File: config.mk
export PLATFORM = sky130hd
export DESIGN_NAME = backend_gain_cal_ctrl
export DESIGN_NICKNAME = d
export VERILOG_FILES = /design/src/rtl/backend_gain_cal_ctrl.sv
export SDC_FILE = /design/constraint.sdc
export NUM_CORES = 1
export LEC_CHECK = 0
export ABC_CLOCK_PERIOD_IN_PS = 6600
export CAP_MARGIN = 10
export CORE_MARGIN = 2
export CORE_UTILIZATION = 32
export CTS_CLUSTER_DIAMETER = 60
export DETAILED_ROUTE_END_ITERATION = 7
export PLACE_DENSITY = 0.5
export SYNTH_ARGS = -nofsm -noshare
export SYNTH_HDL_FRONTEND = slang
export SYNTH_SLANG_ARGS = --single-unit
File: constraint.sdc
create_clock -name i_clk -period 6.6 [get_ports i_clk]
set_clock_uncertainty 0.15 [all_clocks]
set_input_delay 0.66 -clock i_clk [delete_from_list [all_inputs] [get_ports i_clk]]
set_output_delay 0.66 -clock i_clk [all_outputs]
set_load 0.01 [all_outputs]
File: src/rtl/backend_gain_cal_ctrl.sv
// Sequencer for the analog backend: resets it, streams {gainA1,gainA2} frames, waits for ready
// and SAR-searches gainA1 from the VCO comparator. Optional feature macro: CAL_MAJORITY_EN.
module backend_gain_cal_ctrl #(
    parameter int CLK_DIV    = 4,
    parameter int G1_W       = 3,
    parameter int G2_W       = 2,
    parameter int RST_CYC    = 8,
    parameter int SETTLE_CYC = 16,
    parameter int RDY_TO     = 1023
) (
    input  logic            i_clk,
    input  logic            i_reset,
    input  logic            i_start,
    input  logic [G2_W-1:0] i_gainA2,
    input  logic            i_ready,
    input  logic            i_vco1_fast,
    output logic            o_resetbAll,
    output logic            o_sclk,
    output logic            o_sdout,
    output logic            o_busy,
    output logic            o_done,
    output logic            o_timeout,
    output logic [G1_W-1:0] o_gainA1
);

    localparam int FRM_W   = G1_W + G2_W;
    localparam int M1      = (RDY_TO > 2 * CLK_DIV) ? RDY_TO : 2 * CLK_DIV;
    localparam int M2      = (RST_CYC > SETTLE_CYC) ? RST_CYC : SETTLE_CYC;
    localparam int CNT_MAX = (M1 > M2) ? M1 : M2;
    localparam int CNT_W   = $clog2(CNT_MAX + 1);
    localparam int BIT_W   = $clog2(FRM_W + 1);
    localparam int K_W     = (G1_W > 1) ? $clog2(G1_W) : 1;

    typedef enum logic [3:0] {
        S_IDLE, S_RST, S_SHIFT, S_WAIT_RDY, S_SETTLE, S_SAMPLE, S_FINAL, S_DONE, S_ERR
    } state_t;

    state_t            state_q, state_d;
    logic [CNT_W-1:0]  cnt_q, cnt_d;
    logic [BIT_W-1:0]  bit_q, bit_d;
    logic [K_W-1:0]    k_q, k_d;
    logic [G1_W-1:0]   gain_q, gain_d, gain_upd;
    logic [FRM_W-1:0]  word_q, word_d;
    logic              final_q, final_d;
    logic              busy_q, busy_d;
    logic              done_q, done_d;
    logic              timeout_q, timeout_d;
    logic              resetb_q, resetb_d;
    logic              decide, fast;
    logic              rdy_meta, rdy_sync, vco_meta, vco_sync;
`ifdef CAL_MAJORITY_EN
    logic [1:0]        sidx_q, sidx_d;
    logic [1:0]        votes_q, votes_d, votes_sum;
`endif

    // Two-flop synchronisers for the asynchronous backend flags
    always_ff @(posedge i_clk) begin
        rdy_meta <= i_ready;
        rdy_sync <= rdy_meta;
        vco_meta <= i_vco1_fast;
        vco_sync <= vco_meta;
    end

    always_ff @(posedge i_clk) begin
        if (i_reset) state_q <= S_IDLE;
        else         state_q <= state_d;
    end

    always_comb begin
        state_d   = state_q;
        cnt_d     = cnt_q + 1'b1;
        bit_d     = bit_q;
        k_d       = k_q;
        gain_d    = gain_q;
        gain_upd  = gain_q;
        word_d    = word_q;
        final_d   = final_q;
        busy_d    = busy_q;
        done_d    = done_q;
        timeout_d = timeout_q;
        resetb_d  = resetb_q;
        decide    = 1'b0;
        fast      = 1'b0;
`ifdef CAL_MAJORITY_EN
        sidx_d    = sidx_q;
        votes_d   = votes_q;
        votes_sum = votes_q + {1'b0, vco_sync};
`endif
        case (state_q)
            S_IDLE, S_DONE, S_ERR: begin
                cnt_d = '0;
                if (i_start) begin
                    state_d   = S_RST;
                    busy_d    = 1'b1;
                    done_d    = 1'b0;
                    timeout_d = 1'b0;
                    resetb_d  = 1'b0;
                    final_d   = 1'b0;
                    gain_d    = G1_W'(1) << (G1_W - 1);
                    k_d       = K_W'(G1_W - 1);
                end
            end
            S_RST: begin
                if (cnt_q == CNT_W'(RST_CYC - 1)) begin
                    state_d  = S_SHIFT;
                    resetb_d = 1'b1;
                    cnt_d    = '0;
                    bit_d    = '0;
                    word_d   = {gain_q, i_gainA2};
                end
            end
            S_SHIFT: begin
                // One bit = CLK_DIV cycles sclk low then CLK_DIV cycles sclk high
                if (cnt_q == CNT_W'(2 * CLK_DIV - 1)) begin
                    cnt_d  = '0;
                    word_d = {word_q[FRM_W-2:0], 1'b0};
                    if (bit_q == BIT_W'(FRM_W - 1)) state_d = S_WAIT_RDY;
                    else                            bit_d   = bit_q + 1'b1;
                end
            end
            S_WAIT_RDY: begin
                if (rdy_sync) begin
                    cnt_d = '0;
                    if (final_q) begin
                        state_d = S_DONE;
                        busy_d  = 1'b0;
                        done_d  = 1'b1;
                    end else begin
                        state_d = S_SETTLE;
                    end
                end else if (cnt_q == CNT_W'(RDY_TO - 1)) begin
                    state_d   = S_ERR;
                    timeout_d = 1'b1;
                    busy_d    = 1'b0;
                end
            end
            S_SETTLE: begin
                if (cnt_q == CNT_W'(SETTLE_CYC - 1)) begin
                    state_d = S_SAMPLE;
                    cnt_d   = '0;
`ifdef CAL_MAJORITY_EN
                    sidx_d  = '0;
                    votes_d = '0;
`endif
                end
            end
            S_SAMPLE: begin
`ifdef CAL_MAJORITY_EN
                // Votes are taken at SAMPLE entry and every SETTLE_CYC cycles after
                if (cnt_q == CNT_W'(SETTLE_CYC - 1)) begin
                    cnt_d  = '0;
                    sidx_d = sidx_q + 1'b1;
                end
                if (cnt_q == '0) begin
                    if (sidx_q == 2'd2) begin
                        decide = 1'b1;
                        fast   = (votes_sum >= 2'd2);
                    end else begin
                        votes_d = votes_sum;
                    end
                end
`else
                decide = 1'b1;
                fast   = vco_sync;
`endif
                if (decide) begin
                    cnt_d = '0;
                    if (fast) gain_upd[k_q] = 1'b0;
                    if (k_q != '0) begin
                        k_d             = k_q - 1'b1;
                        gain_upd[k_d]   = 1'b1;
                        state_d         = S_SHIFT;
                        bit_d           = '0;
                        word_d          = {gain_upd, i_gainA2};
                    end else begin
                        state_d = S_FINAL;
                    end
                    gain_d = gain_upd;
                end
            end
            S_FINAL: begin
                state_d = S_SHIFT;
                final_d = 1'b1;
                cnt_d   = '0;
                bit_d   = '0;
                word_d  = {gain_q, i_gainA2};
            end
            default: state_d = S_IDLE;
        endcase
    end

    always_ff @(posedge i_clk) begin
        if (i_reset) begin
            cnt_q     <= '0;
            bit_q     <= '0;
            k_q       <= '0;
            gain_q    <= '0;
            final_q   <= 1'b0;
            busy_q    <= 1'b0;
            done_q    <= 1'b0;
            timeout_q <= 1'b0;
            resetb_q  <= 1'b0;
        end else begin
            cnt_q     <= cnt_d;
            bit_q     <= bit_d;
            k_q       <= k_d;
            gain_q    <= gain_d;
            final_q   <= final_d;
            busy_q    <= busy_d;
            done_q    <= done_d;
            timeout_q <= timeout_d;
            resetb_q  <= resetb_d;
        end
    end

    // Frame word and vote tally are pure data; they are always reloaded before use
    always_ff @(posedge i_clk) begin
        word_q  <= word_d;
`ifdef CAL_MAJORITY_EN
        sidx_q  <= sidx_d;
        votes_q <= votes_d;
`endif
    end

    assign o_sclk      = (state_q == S_SHIFT) && (cnt_q >= CNT_W'(CLK_DIV));
    assign o_sdout     = (state_q == S_SHIFT) && word_q[FRM_W-1];
    assign o_resetbAll = resetb_q;
    assign o_busy      = busy_q;
    assign o_done      = done_q;
    assign o_timeout   = timeout_q;
    assign o_gainA1    = gain_q;

endmodule
==> tab_implementation.tex <==
\begin{tabular}{lr}
\hline
Metric & Value \\
\hline
\multicolumn{2}{l}{\textbf{Final layout}} \\
\quad Number of standard cells in the layout, taps in and fillers out & 310 \\
\quad Non-Filler Cell Area, Final & 0.00226 sq mm \\
\quad Multi-input logic area & $\sim$0.0011 sq mm \\
\quad Area taken by flip-flops and latches & 771 sq um \\
\quad Area added between synthesis and finish & 14.6\% \\
\quad Final core utilization & 38.1\% \\
\quad Number of nets in the layout & 250 \\
\quad Final-layout fill cell count & 618 \\
\quad Antenna cell count & 0 \\
\quad Share of post-route cells with drive strength above 1 & 9.36\% \\
\multicolumn{2}{l}{\textbf{Yosys}} \\
\quad Top\_reg\_cell synth & dfxtp\_1 \\
\quad Synthesized netlist net count & 240 \\
\quad Unique masters post-synth & 56 \\
\quad Count of mapped cells out of synthesis & 224 \\
\quad Most frequently used cell type in the post-synthesis netlist & dfxtp\_1 \\
\quad Most frequent cells after synthesis & dfxtp\_1, nor2\_1, a21oi\_1 \\
\quad Synth Register Bits & 36 \\
\quad Number of warning messages in the yosys log & 0 \\
\quad Cell taking the most area after synthesis & dfxtp\_1 \\
\quad Proportion of synthesized chip area in sequential cells & 39.1\% \\
\quad Fraction of registers with async set/reset & 0\% \\
\quad Number of enable flip-flop cells after synthesis & 5 \\
\quad Post-Synthesis Mean Instance Area & 8.80 sq um \\
\quad Netlist Area Pre-Place & 0.00197 sq mm \\
\quad Cell types occupying the most area after synthesis & dfxtp\_1, edfxtp\_1, ha\_1 \\
\quad Area share of the leading cell type in the synthesized netlist & 31.5\% \\
\multicolumn{2}{l}{\textbf{CTS}} \\
\quad Post-cts gate resize count & 0 \\
\quad Root cell of the clock tree & clkbuf\_8 \\
\quad H-tree level count & 2 \\
\quad CTS sink count & 36 \\
\quad Clock tree from TritonCTS & built \\
\quad Worst-skew pair later-pin latency & about 0.29 ns \\
\quad Hold-fix buffers at CTS & 0 \\
\quad CTS max path bufs & 2 \\
\quad Buffers inserted during post-CTS setup optimization & 0 \\
\quad Worst-path clk slew & $\sim$0.07 ns \\
\quad TritonCTS Buffers & 5 \\
\multicolumn{2}{l}{\textbf{Floorplanning}} \\
\quad Initial Utilization & about 33\% \\
\quad Core Footprint & $\sim$0.0059 sq mm \\
\quad I/O pin total & 16 \\
\quad Cell Rows & 28 \\
\quad Die height & 82.5 um \\
\quad Horiz. Die Dim & 82.5 um \\
\quad Full die area & between 0.006 and 0.007 sq mm \\
\multicolumn{2}{l}{\textbf{Power}} \\
\quad Power Internal & 0.000388 W \\
\quad Combinational share of power & 29.4\% \\
\quad Share of total power in sequential cells & between 40\% and 50\% \\
\quad Switching power & $\sim$0.00021 W \\
\quad Portion of total power attributed to the clock network & between 20\% and 30\% \\
\quad Power per cell area & 264 mW/mm\^{}2 \\
\quad Switching share of power & about a third \\
\quad Pleak & roughly 0.79 nW \\
\quad Maximum resistive drop on vdd & 0.137 mV \\
\multicolumn{2}{l}{\textbf{Worst hold path}} \\
\quad Worst hold path type & reg2reg \\
\quad Hold wc startpoint & rdy\_meta \\
\quad Worst hold path cell count & 0 \\
\quad Sink of the worst hold path & rdy\_sync \\
\multicolumn{2}{l}{\textbf{Worst setup path}} \\
\quad Reg2Reg Launch Point & state\_q[1] \\
\quad Required time worst endpoint & 5.79 ns \\
\quad Kind of critical path & reg2out \\
\quad Critical path capture point type & output pin \\
\quad Critical Path AT & 2.30 ns \\
\quad Cell count of the worst reg-to-reg path & 6 \\
\quad RR Endpoint & state\_q[2] \\
\quad FF-to-FF setup slack & roughly 4.0 ns \\
\quad CP Launch Type & flip-flop \\
\quad Critical-path maximum fanout & 5 \\
\multicolumn{2}{l}{\textbf{STA}} \\
\quad Fin crit share & a little under half \\
\quad Transition time at the pin with the least slew margin & just over 0.9 ns \\
\quad Max-slew headroom & 39.3\% \\
\quad Total negative slack for setup checks & 0 ns \\
\quad Minimum clock period after layout & 3.11 ns \\
\quad Final worst slack & 3.49 ns \\
\quad Count of final setup violators & 0 \\
\quad Highest Clock Rate & 0.322 GHz \\
\quad Final slew viol count & 0 \\
\quad RSZ-0062 raised after global routing & no \\
\quad Final Hold Vio Count & 0 \\
\multicolumn{2}{l}{\textbf{Routing}} \\
\quad Via density & 5.26 \\
\quad Post-DR wirelength/cell & 14.0 um \\
\quad Remaining antenna violation count after routing & 0 \\
\quad 1st-pass router iterations & 5 \\
\quad Via count & 1631 \\
\quad Residual DRC count & 0 \\
\quad Routed wire length & 4330 um \\
\quad Number of DRC markers after the initial detailed-route iteration & 92 \\
\multicolumn{2}{l}{\textbf{Placed design}} \\
\quad Setup slack after placement & 3.80 ns \\
\quad Placed wire-length estimate & just under 3000 um \\
\quad Total of buffers placed on input and output ports & 15 \\
\quad Cell total after placement & 302 \\
\quad Placer congestion estimate & around 0.82 \\
\quad Area of placed instances & 0.00218 sq mm \\
\multicolumn{2}{l}{\textbf{GRT}} \\
\quad Overflow left after global routing & 0 \\
\quad Number of antenna violations at the first check in global routing & 0 \\
\quad All-layer global routing usage & 14.8\% \\
\quad Global-route wire length before repair & 7600 um \\
\quad Number of global-route vias before repair & 1538 \\
\quad Maximum number of pins on one net before global-route repair & 25 \\
\multicolumn{2}{l}{\textbf{Flow run}} \\
\quad Max-capacitance violation count & 0 \\
\multicolumn{2}{l}{\textbf{Run status}} \\
\quad Status & completed \\
\hline
\end{tabular}
[power by group through the flow]
stage / clock (W) / combinational, W / sequential, W
after floorplan: 0 / 0.000152 / 0.000253
after global placement: 0 / 0.000178 / 0.000275
after detailed placement: 0 / 0.000176 / 0.000275
after CTS: 0.000157 / 0.000177 / 0.000269
after global routing: 0.000165 / 0.000199 / 0.000275
final: 0.000151 / 0.000176 / 0.000270
[how the worst max path moves through the flow]
stage	startpoint	to	slack, ns	cells past startpoint
global route	state_q[1]	o_sdout	3.35	4
CTS	cnt_q[4]	o_sclk	3.47	4
floorplan	cnt_q[4]	o_sclk	4.30	3
detailed placement	cnt_q[4]	o_sclk	3.80	4
global placement	cnt_q[4]	o_sclk	3.81	4
finish	cnt_q[4]	o_sclk	3.49	4
[sequential cells by signal, summed over array words and instances, names as in the netlist]
register     flops
cnt_q           10
word_q           5
state_q          4
bit_q            3
o_gainA1         3
k_q              2
final_q          1
o_busy           1
o_done           1
o_resetbAll      1
o_timeout        1
rdy_meta         1
rdy_sync         1
vco_meta         1
vco_sync         1
[placed cells by master (no fill, tap or decap), types with 3 or more instances in the layout]
master and instances:
a21oi_1 16, nand2b_1 4, nand3_1 5, a211oi_1 3, xor2_1 3, nand2_1 15
ha_1 9, nor2_1 23, a22oi_1 3, nor2b_1 3, clkdlybuf4s50_1 15, dfxtp_1 31
nand4_1 3, o21ai_0 12, nand3b_1 4, edfxtp_1 5, a221oi_1 3, xnor2_1 5
clkbuf_8 5, nor3_1 6, inv_1 14
[routing by layer]
layer | track usage, % | part of all wire (%) | routed length (um) | vias up
met5 | 0 | 0 | 0 | -
met4 | 4.50 | 1.3 | 55 | 0
met3 | 4.57 | 3.7 | 159 | 5
met2 | 22.0 | 46 | 1990 | 34
met1 | 20.4 | 49 | 2130 | 762
li1 | - | - | - | 830
[critical path: stages, from the launching register on]
cell and delay, ns:
dfxtp_1 0.35, or4_4 0.52, or3_4 0.36, o31a_2 0.30, clkdlybuf4s50_1 0.48
[cells by family after synthesis]
group                    count (synthesis)  share of synthesized area [%]
XOR/XNOR                                 8                           3.56
AO/OA/AOI/OAI                           62                           22.7
multiplexers                             4                           2.35
flip-flops                              36                           39.1
AND/OR/NAND/NOR                         78                           21.2
buffers and inverters                   27                           5.33
adder cells (fa/ha/maj)                  9                           5.71
[cell type report]
cell class / instances / share of cell area (%)
multi-input cells: 161 / 48.8
flip-flops and latches: 36 / 34.1
repair buffers: 16 / 6.98
well taps: 75 / 4.16
clock buffers: 5 / 3.05
inverters: 14 / 2.33
clock inverters: 3 / 0.609
[metrics by stage]
stage | total power [W] | hold WS [ns]
3_3_place_gp | 0.000453 | 0.162
5_1_grt | 0.000639 | 0.184
6_report | 0.000597 | 0.179
3_5_place_dp | 0.000451 | 0.162
4_1_cts | 0.000604 | 0.179
2_1_floorplan | 0.000405 | 0.160
Power figures use the tool's default switching activity.
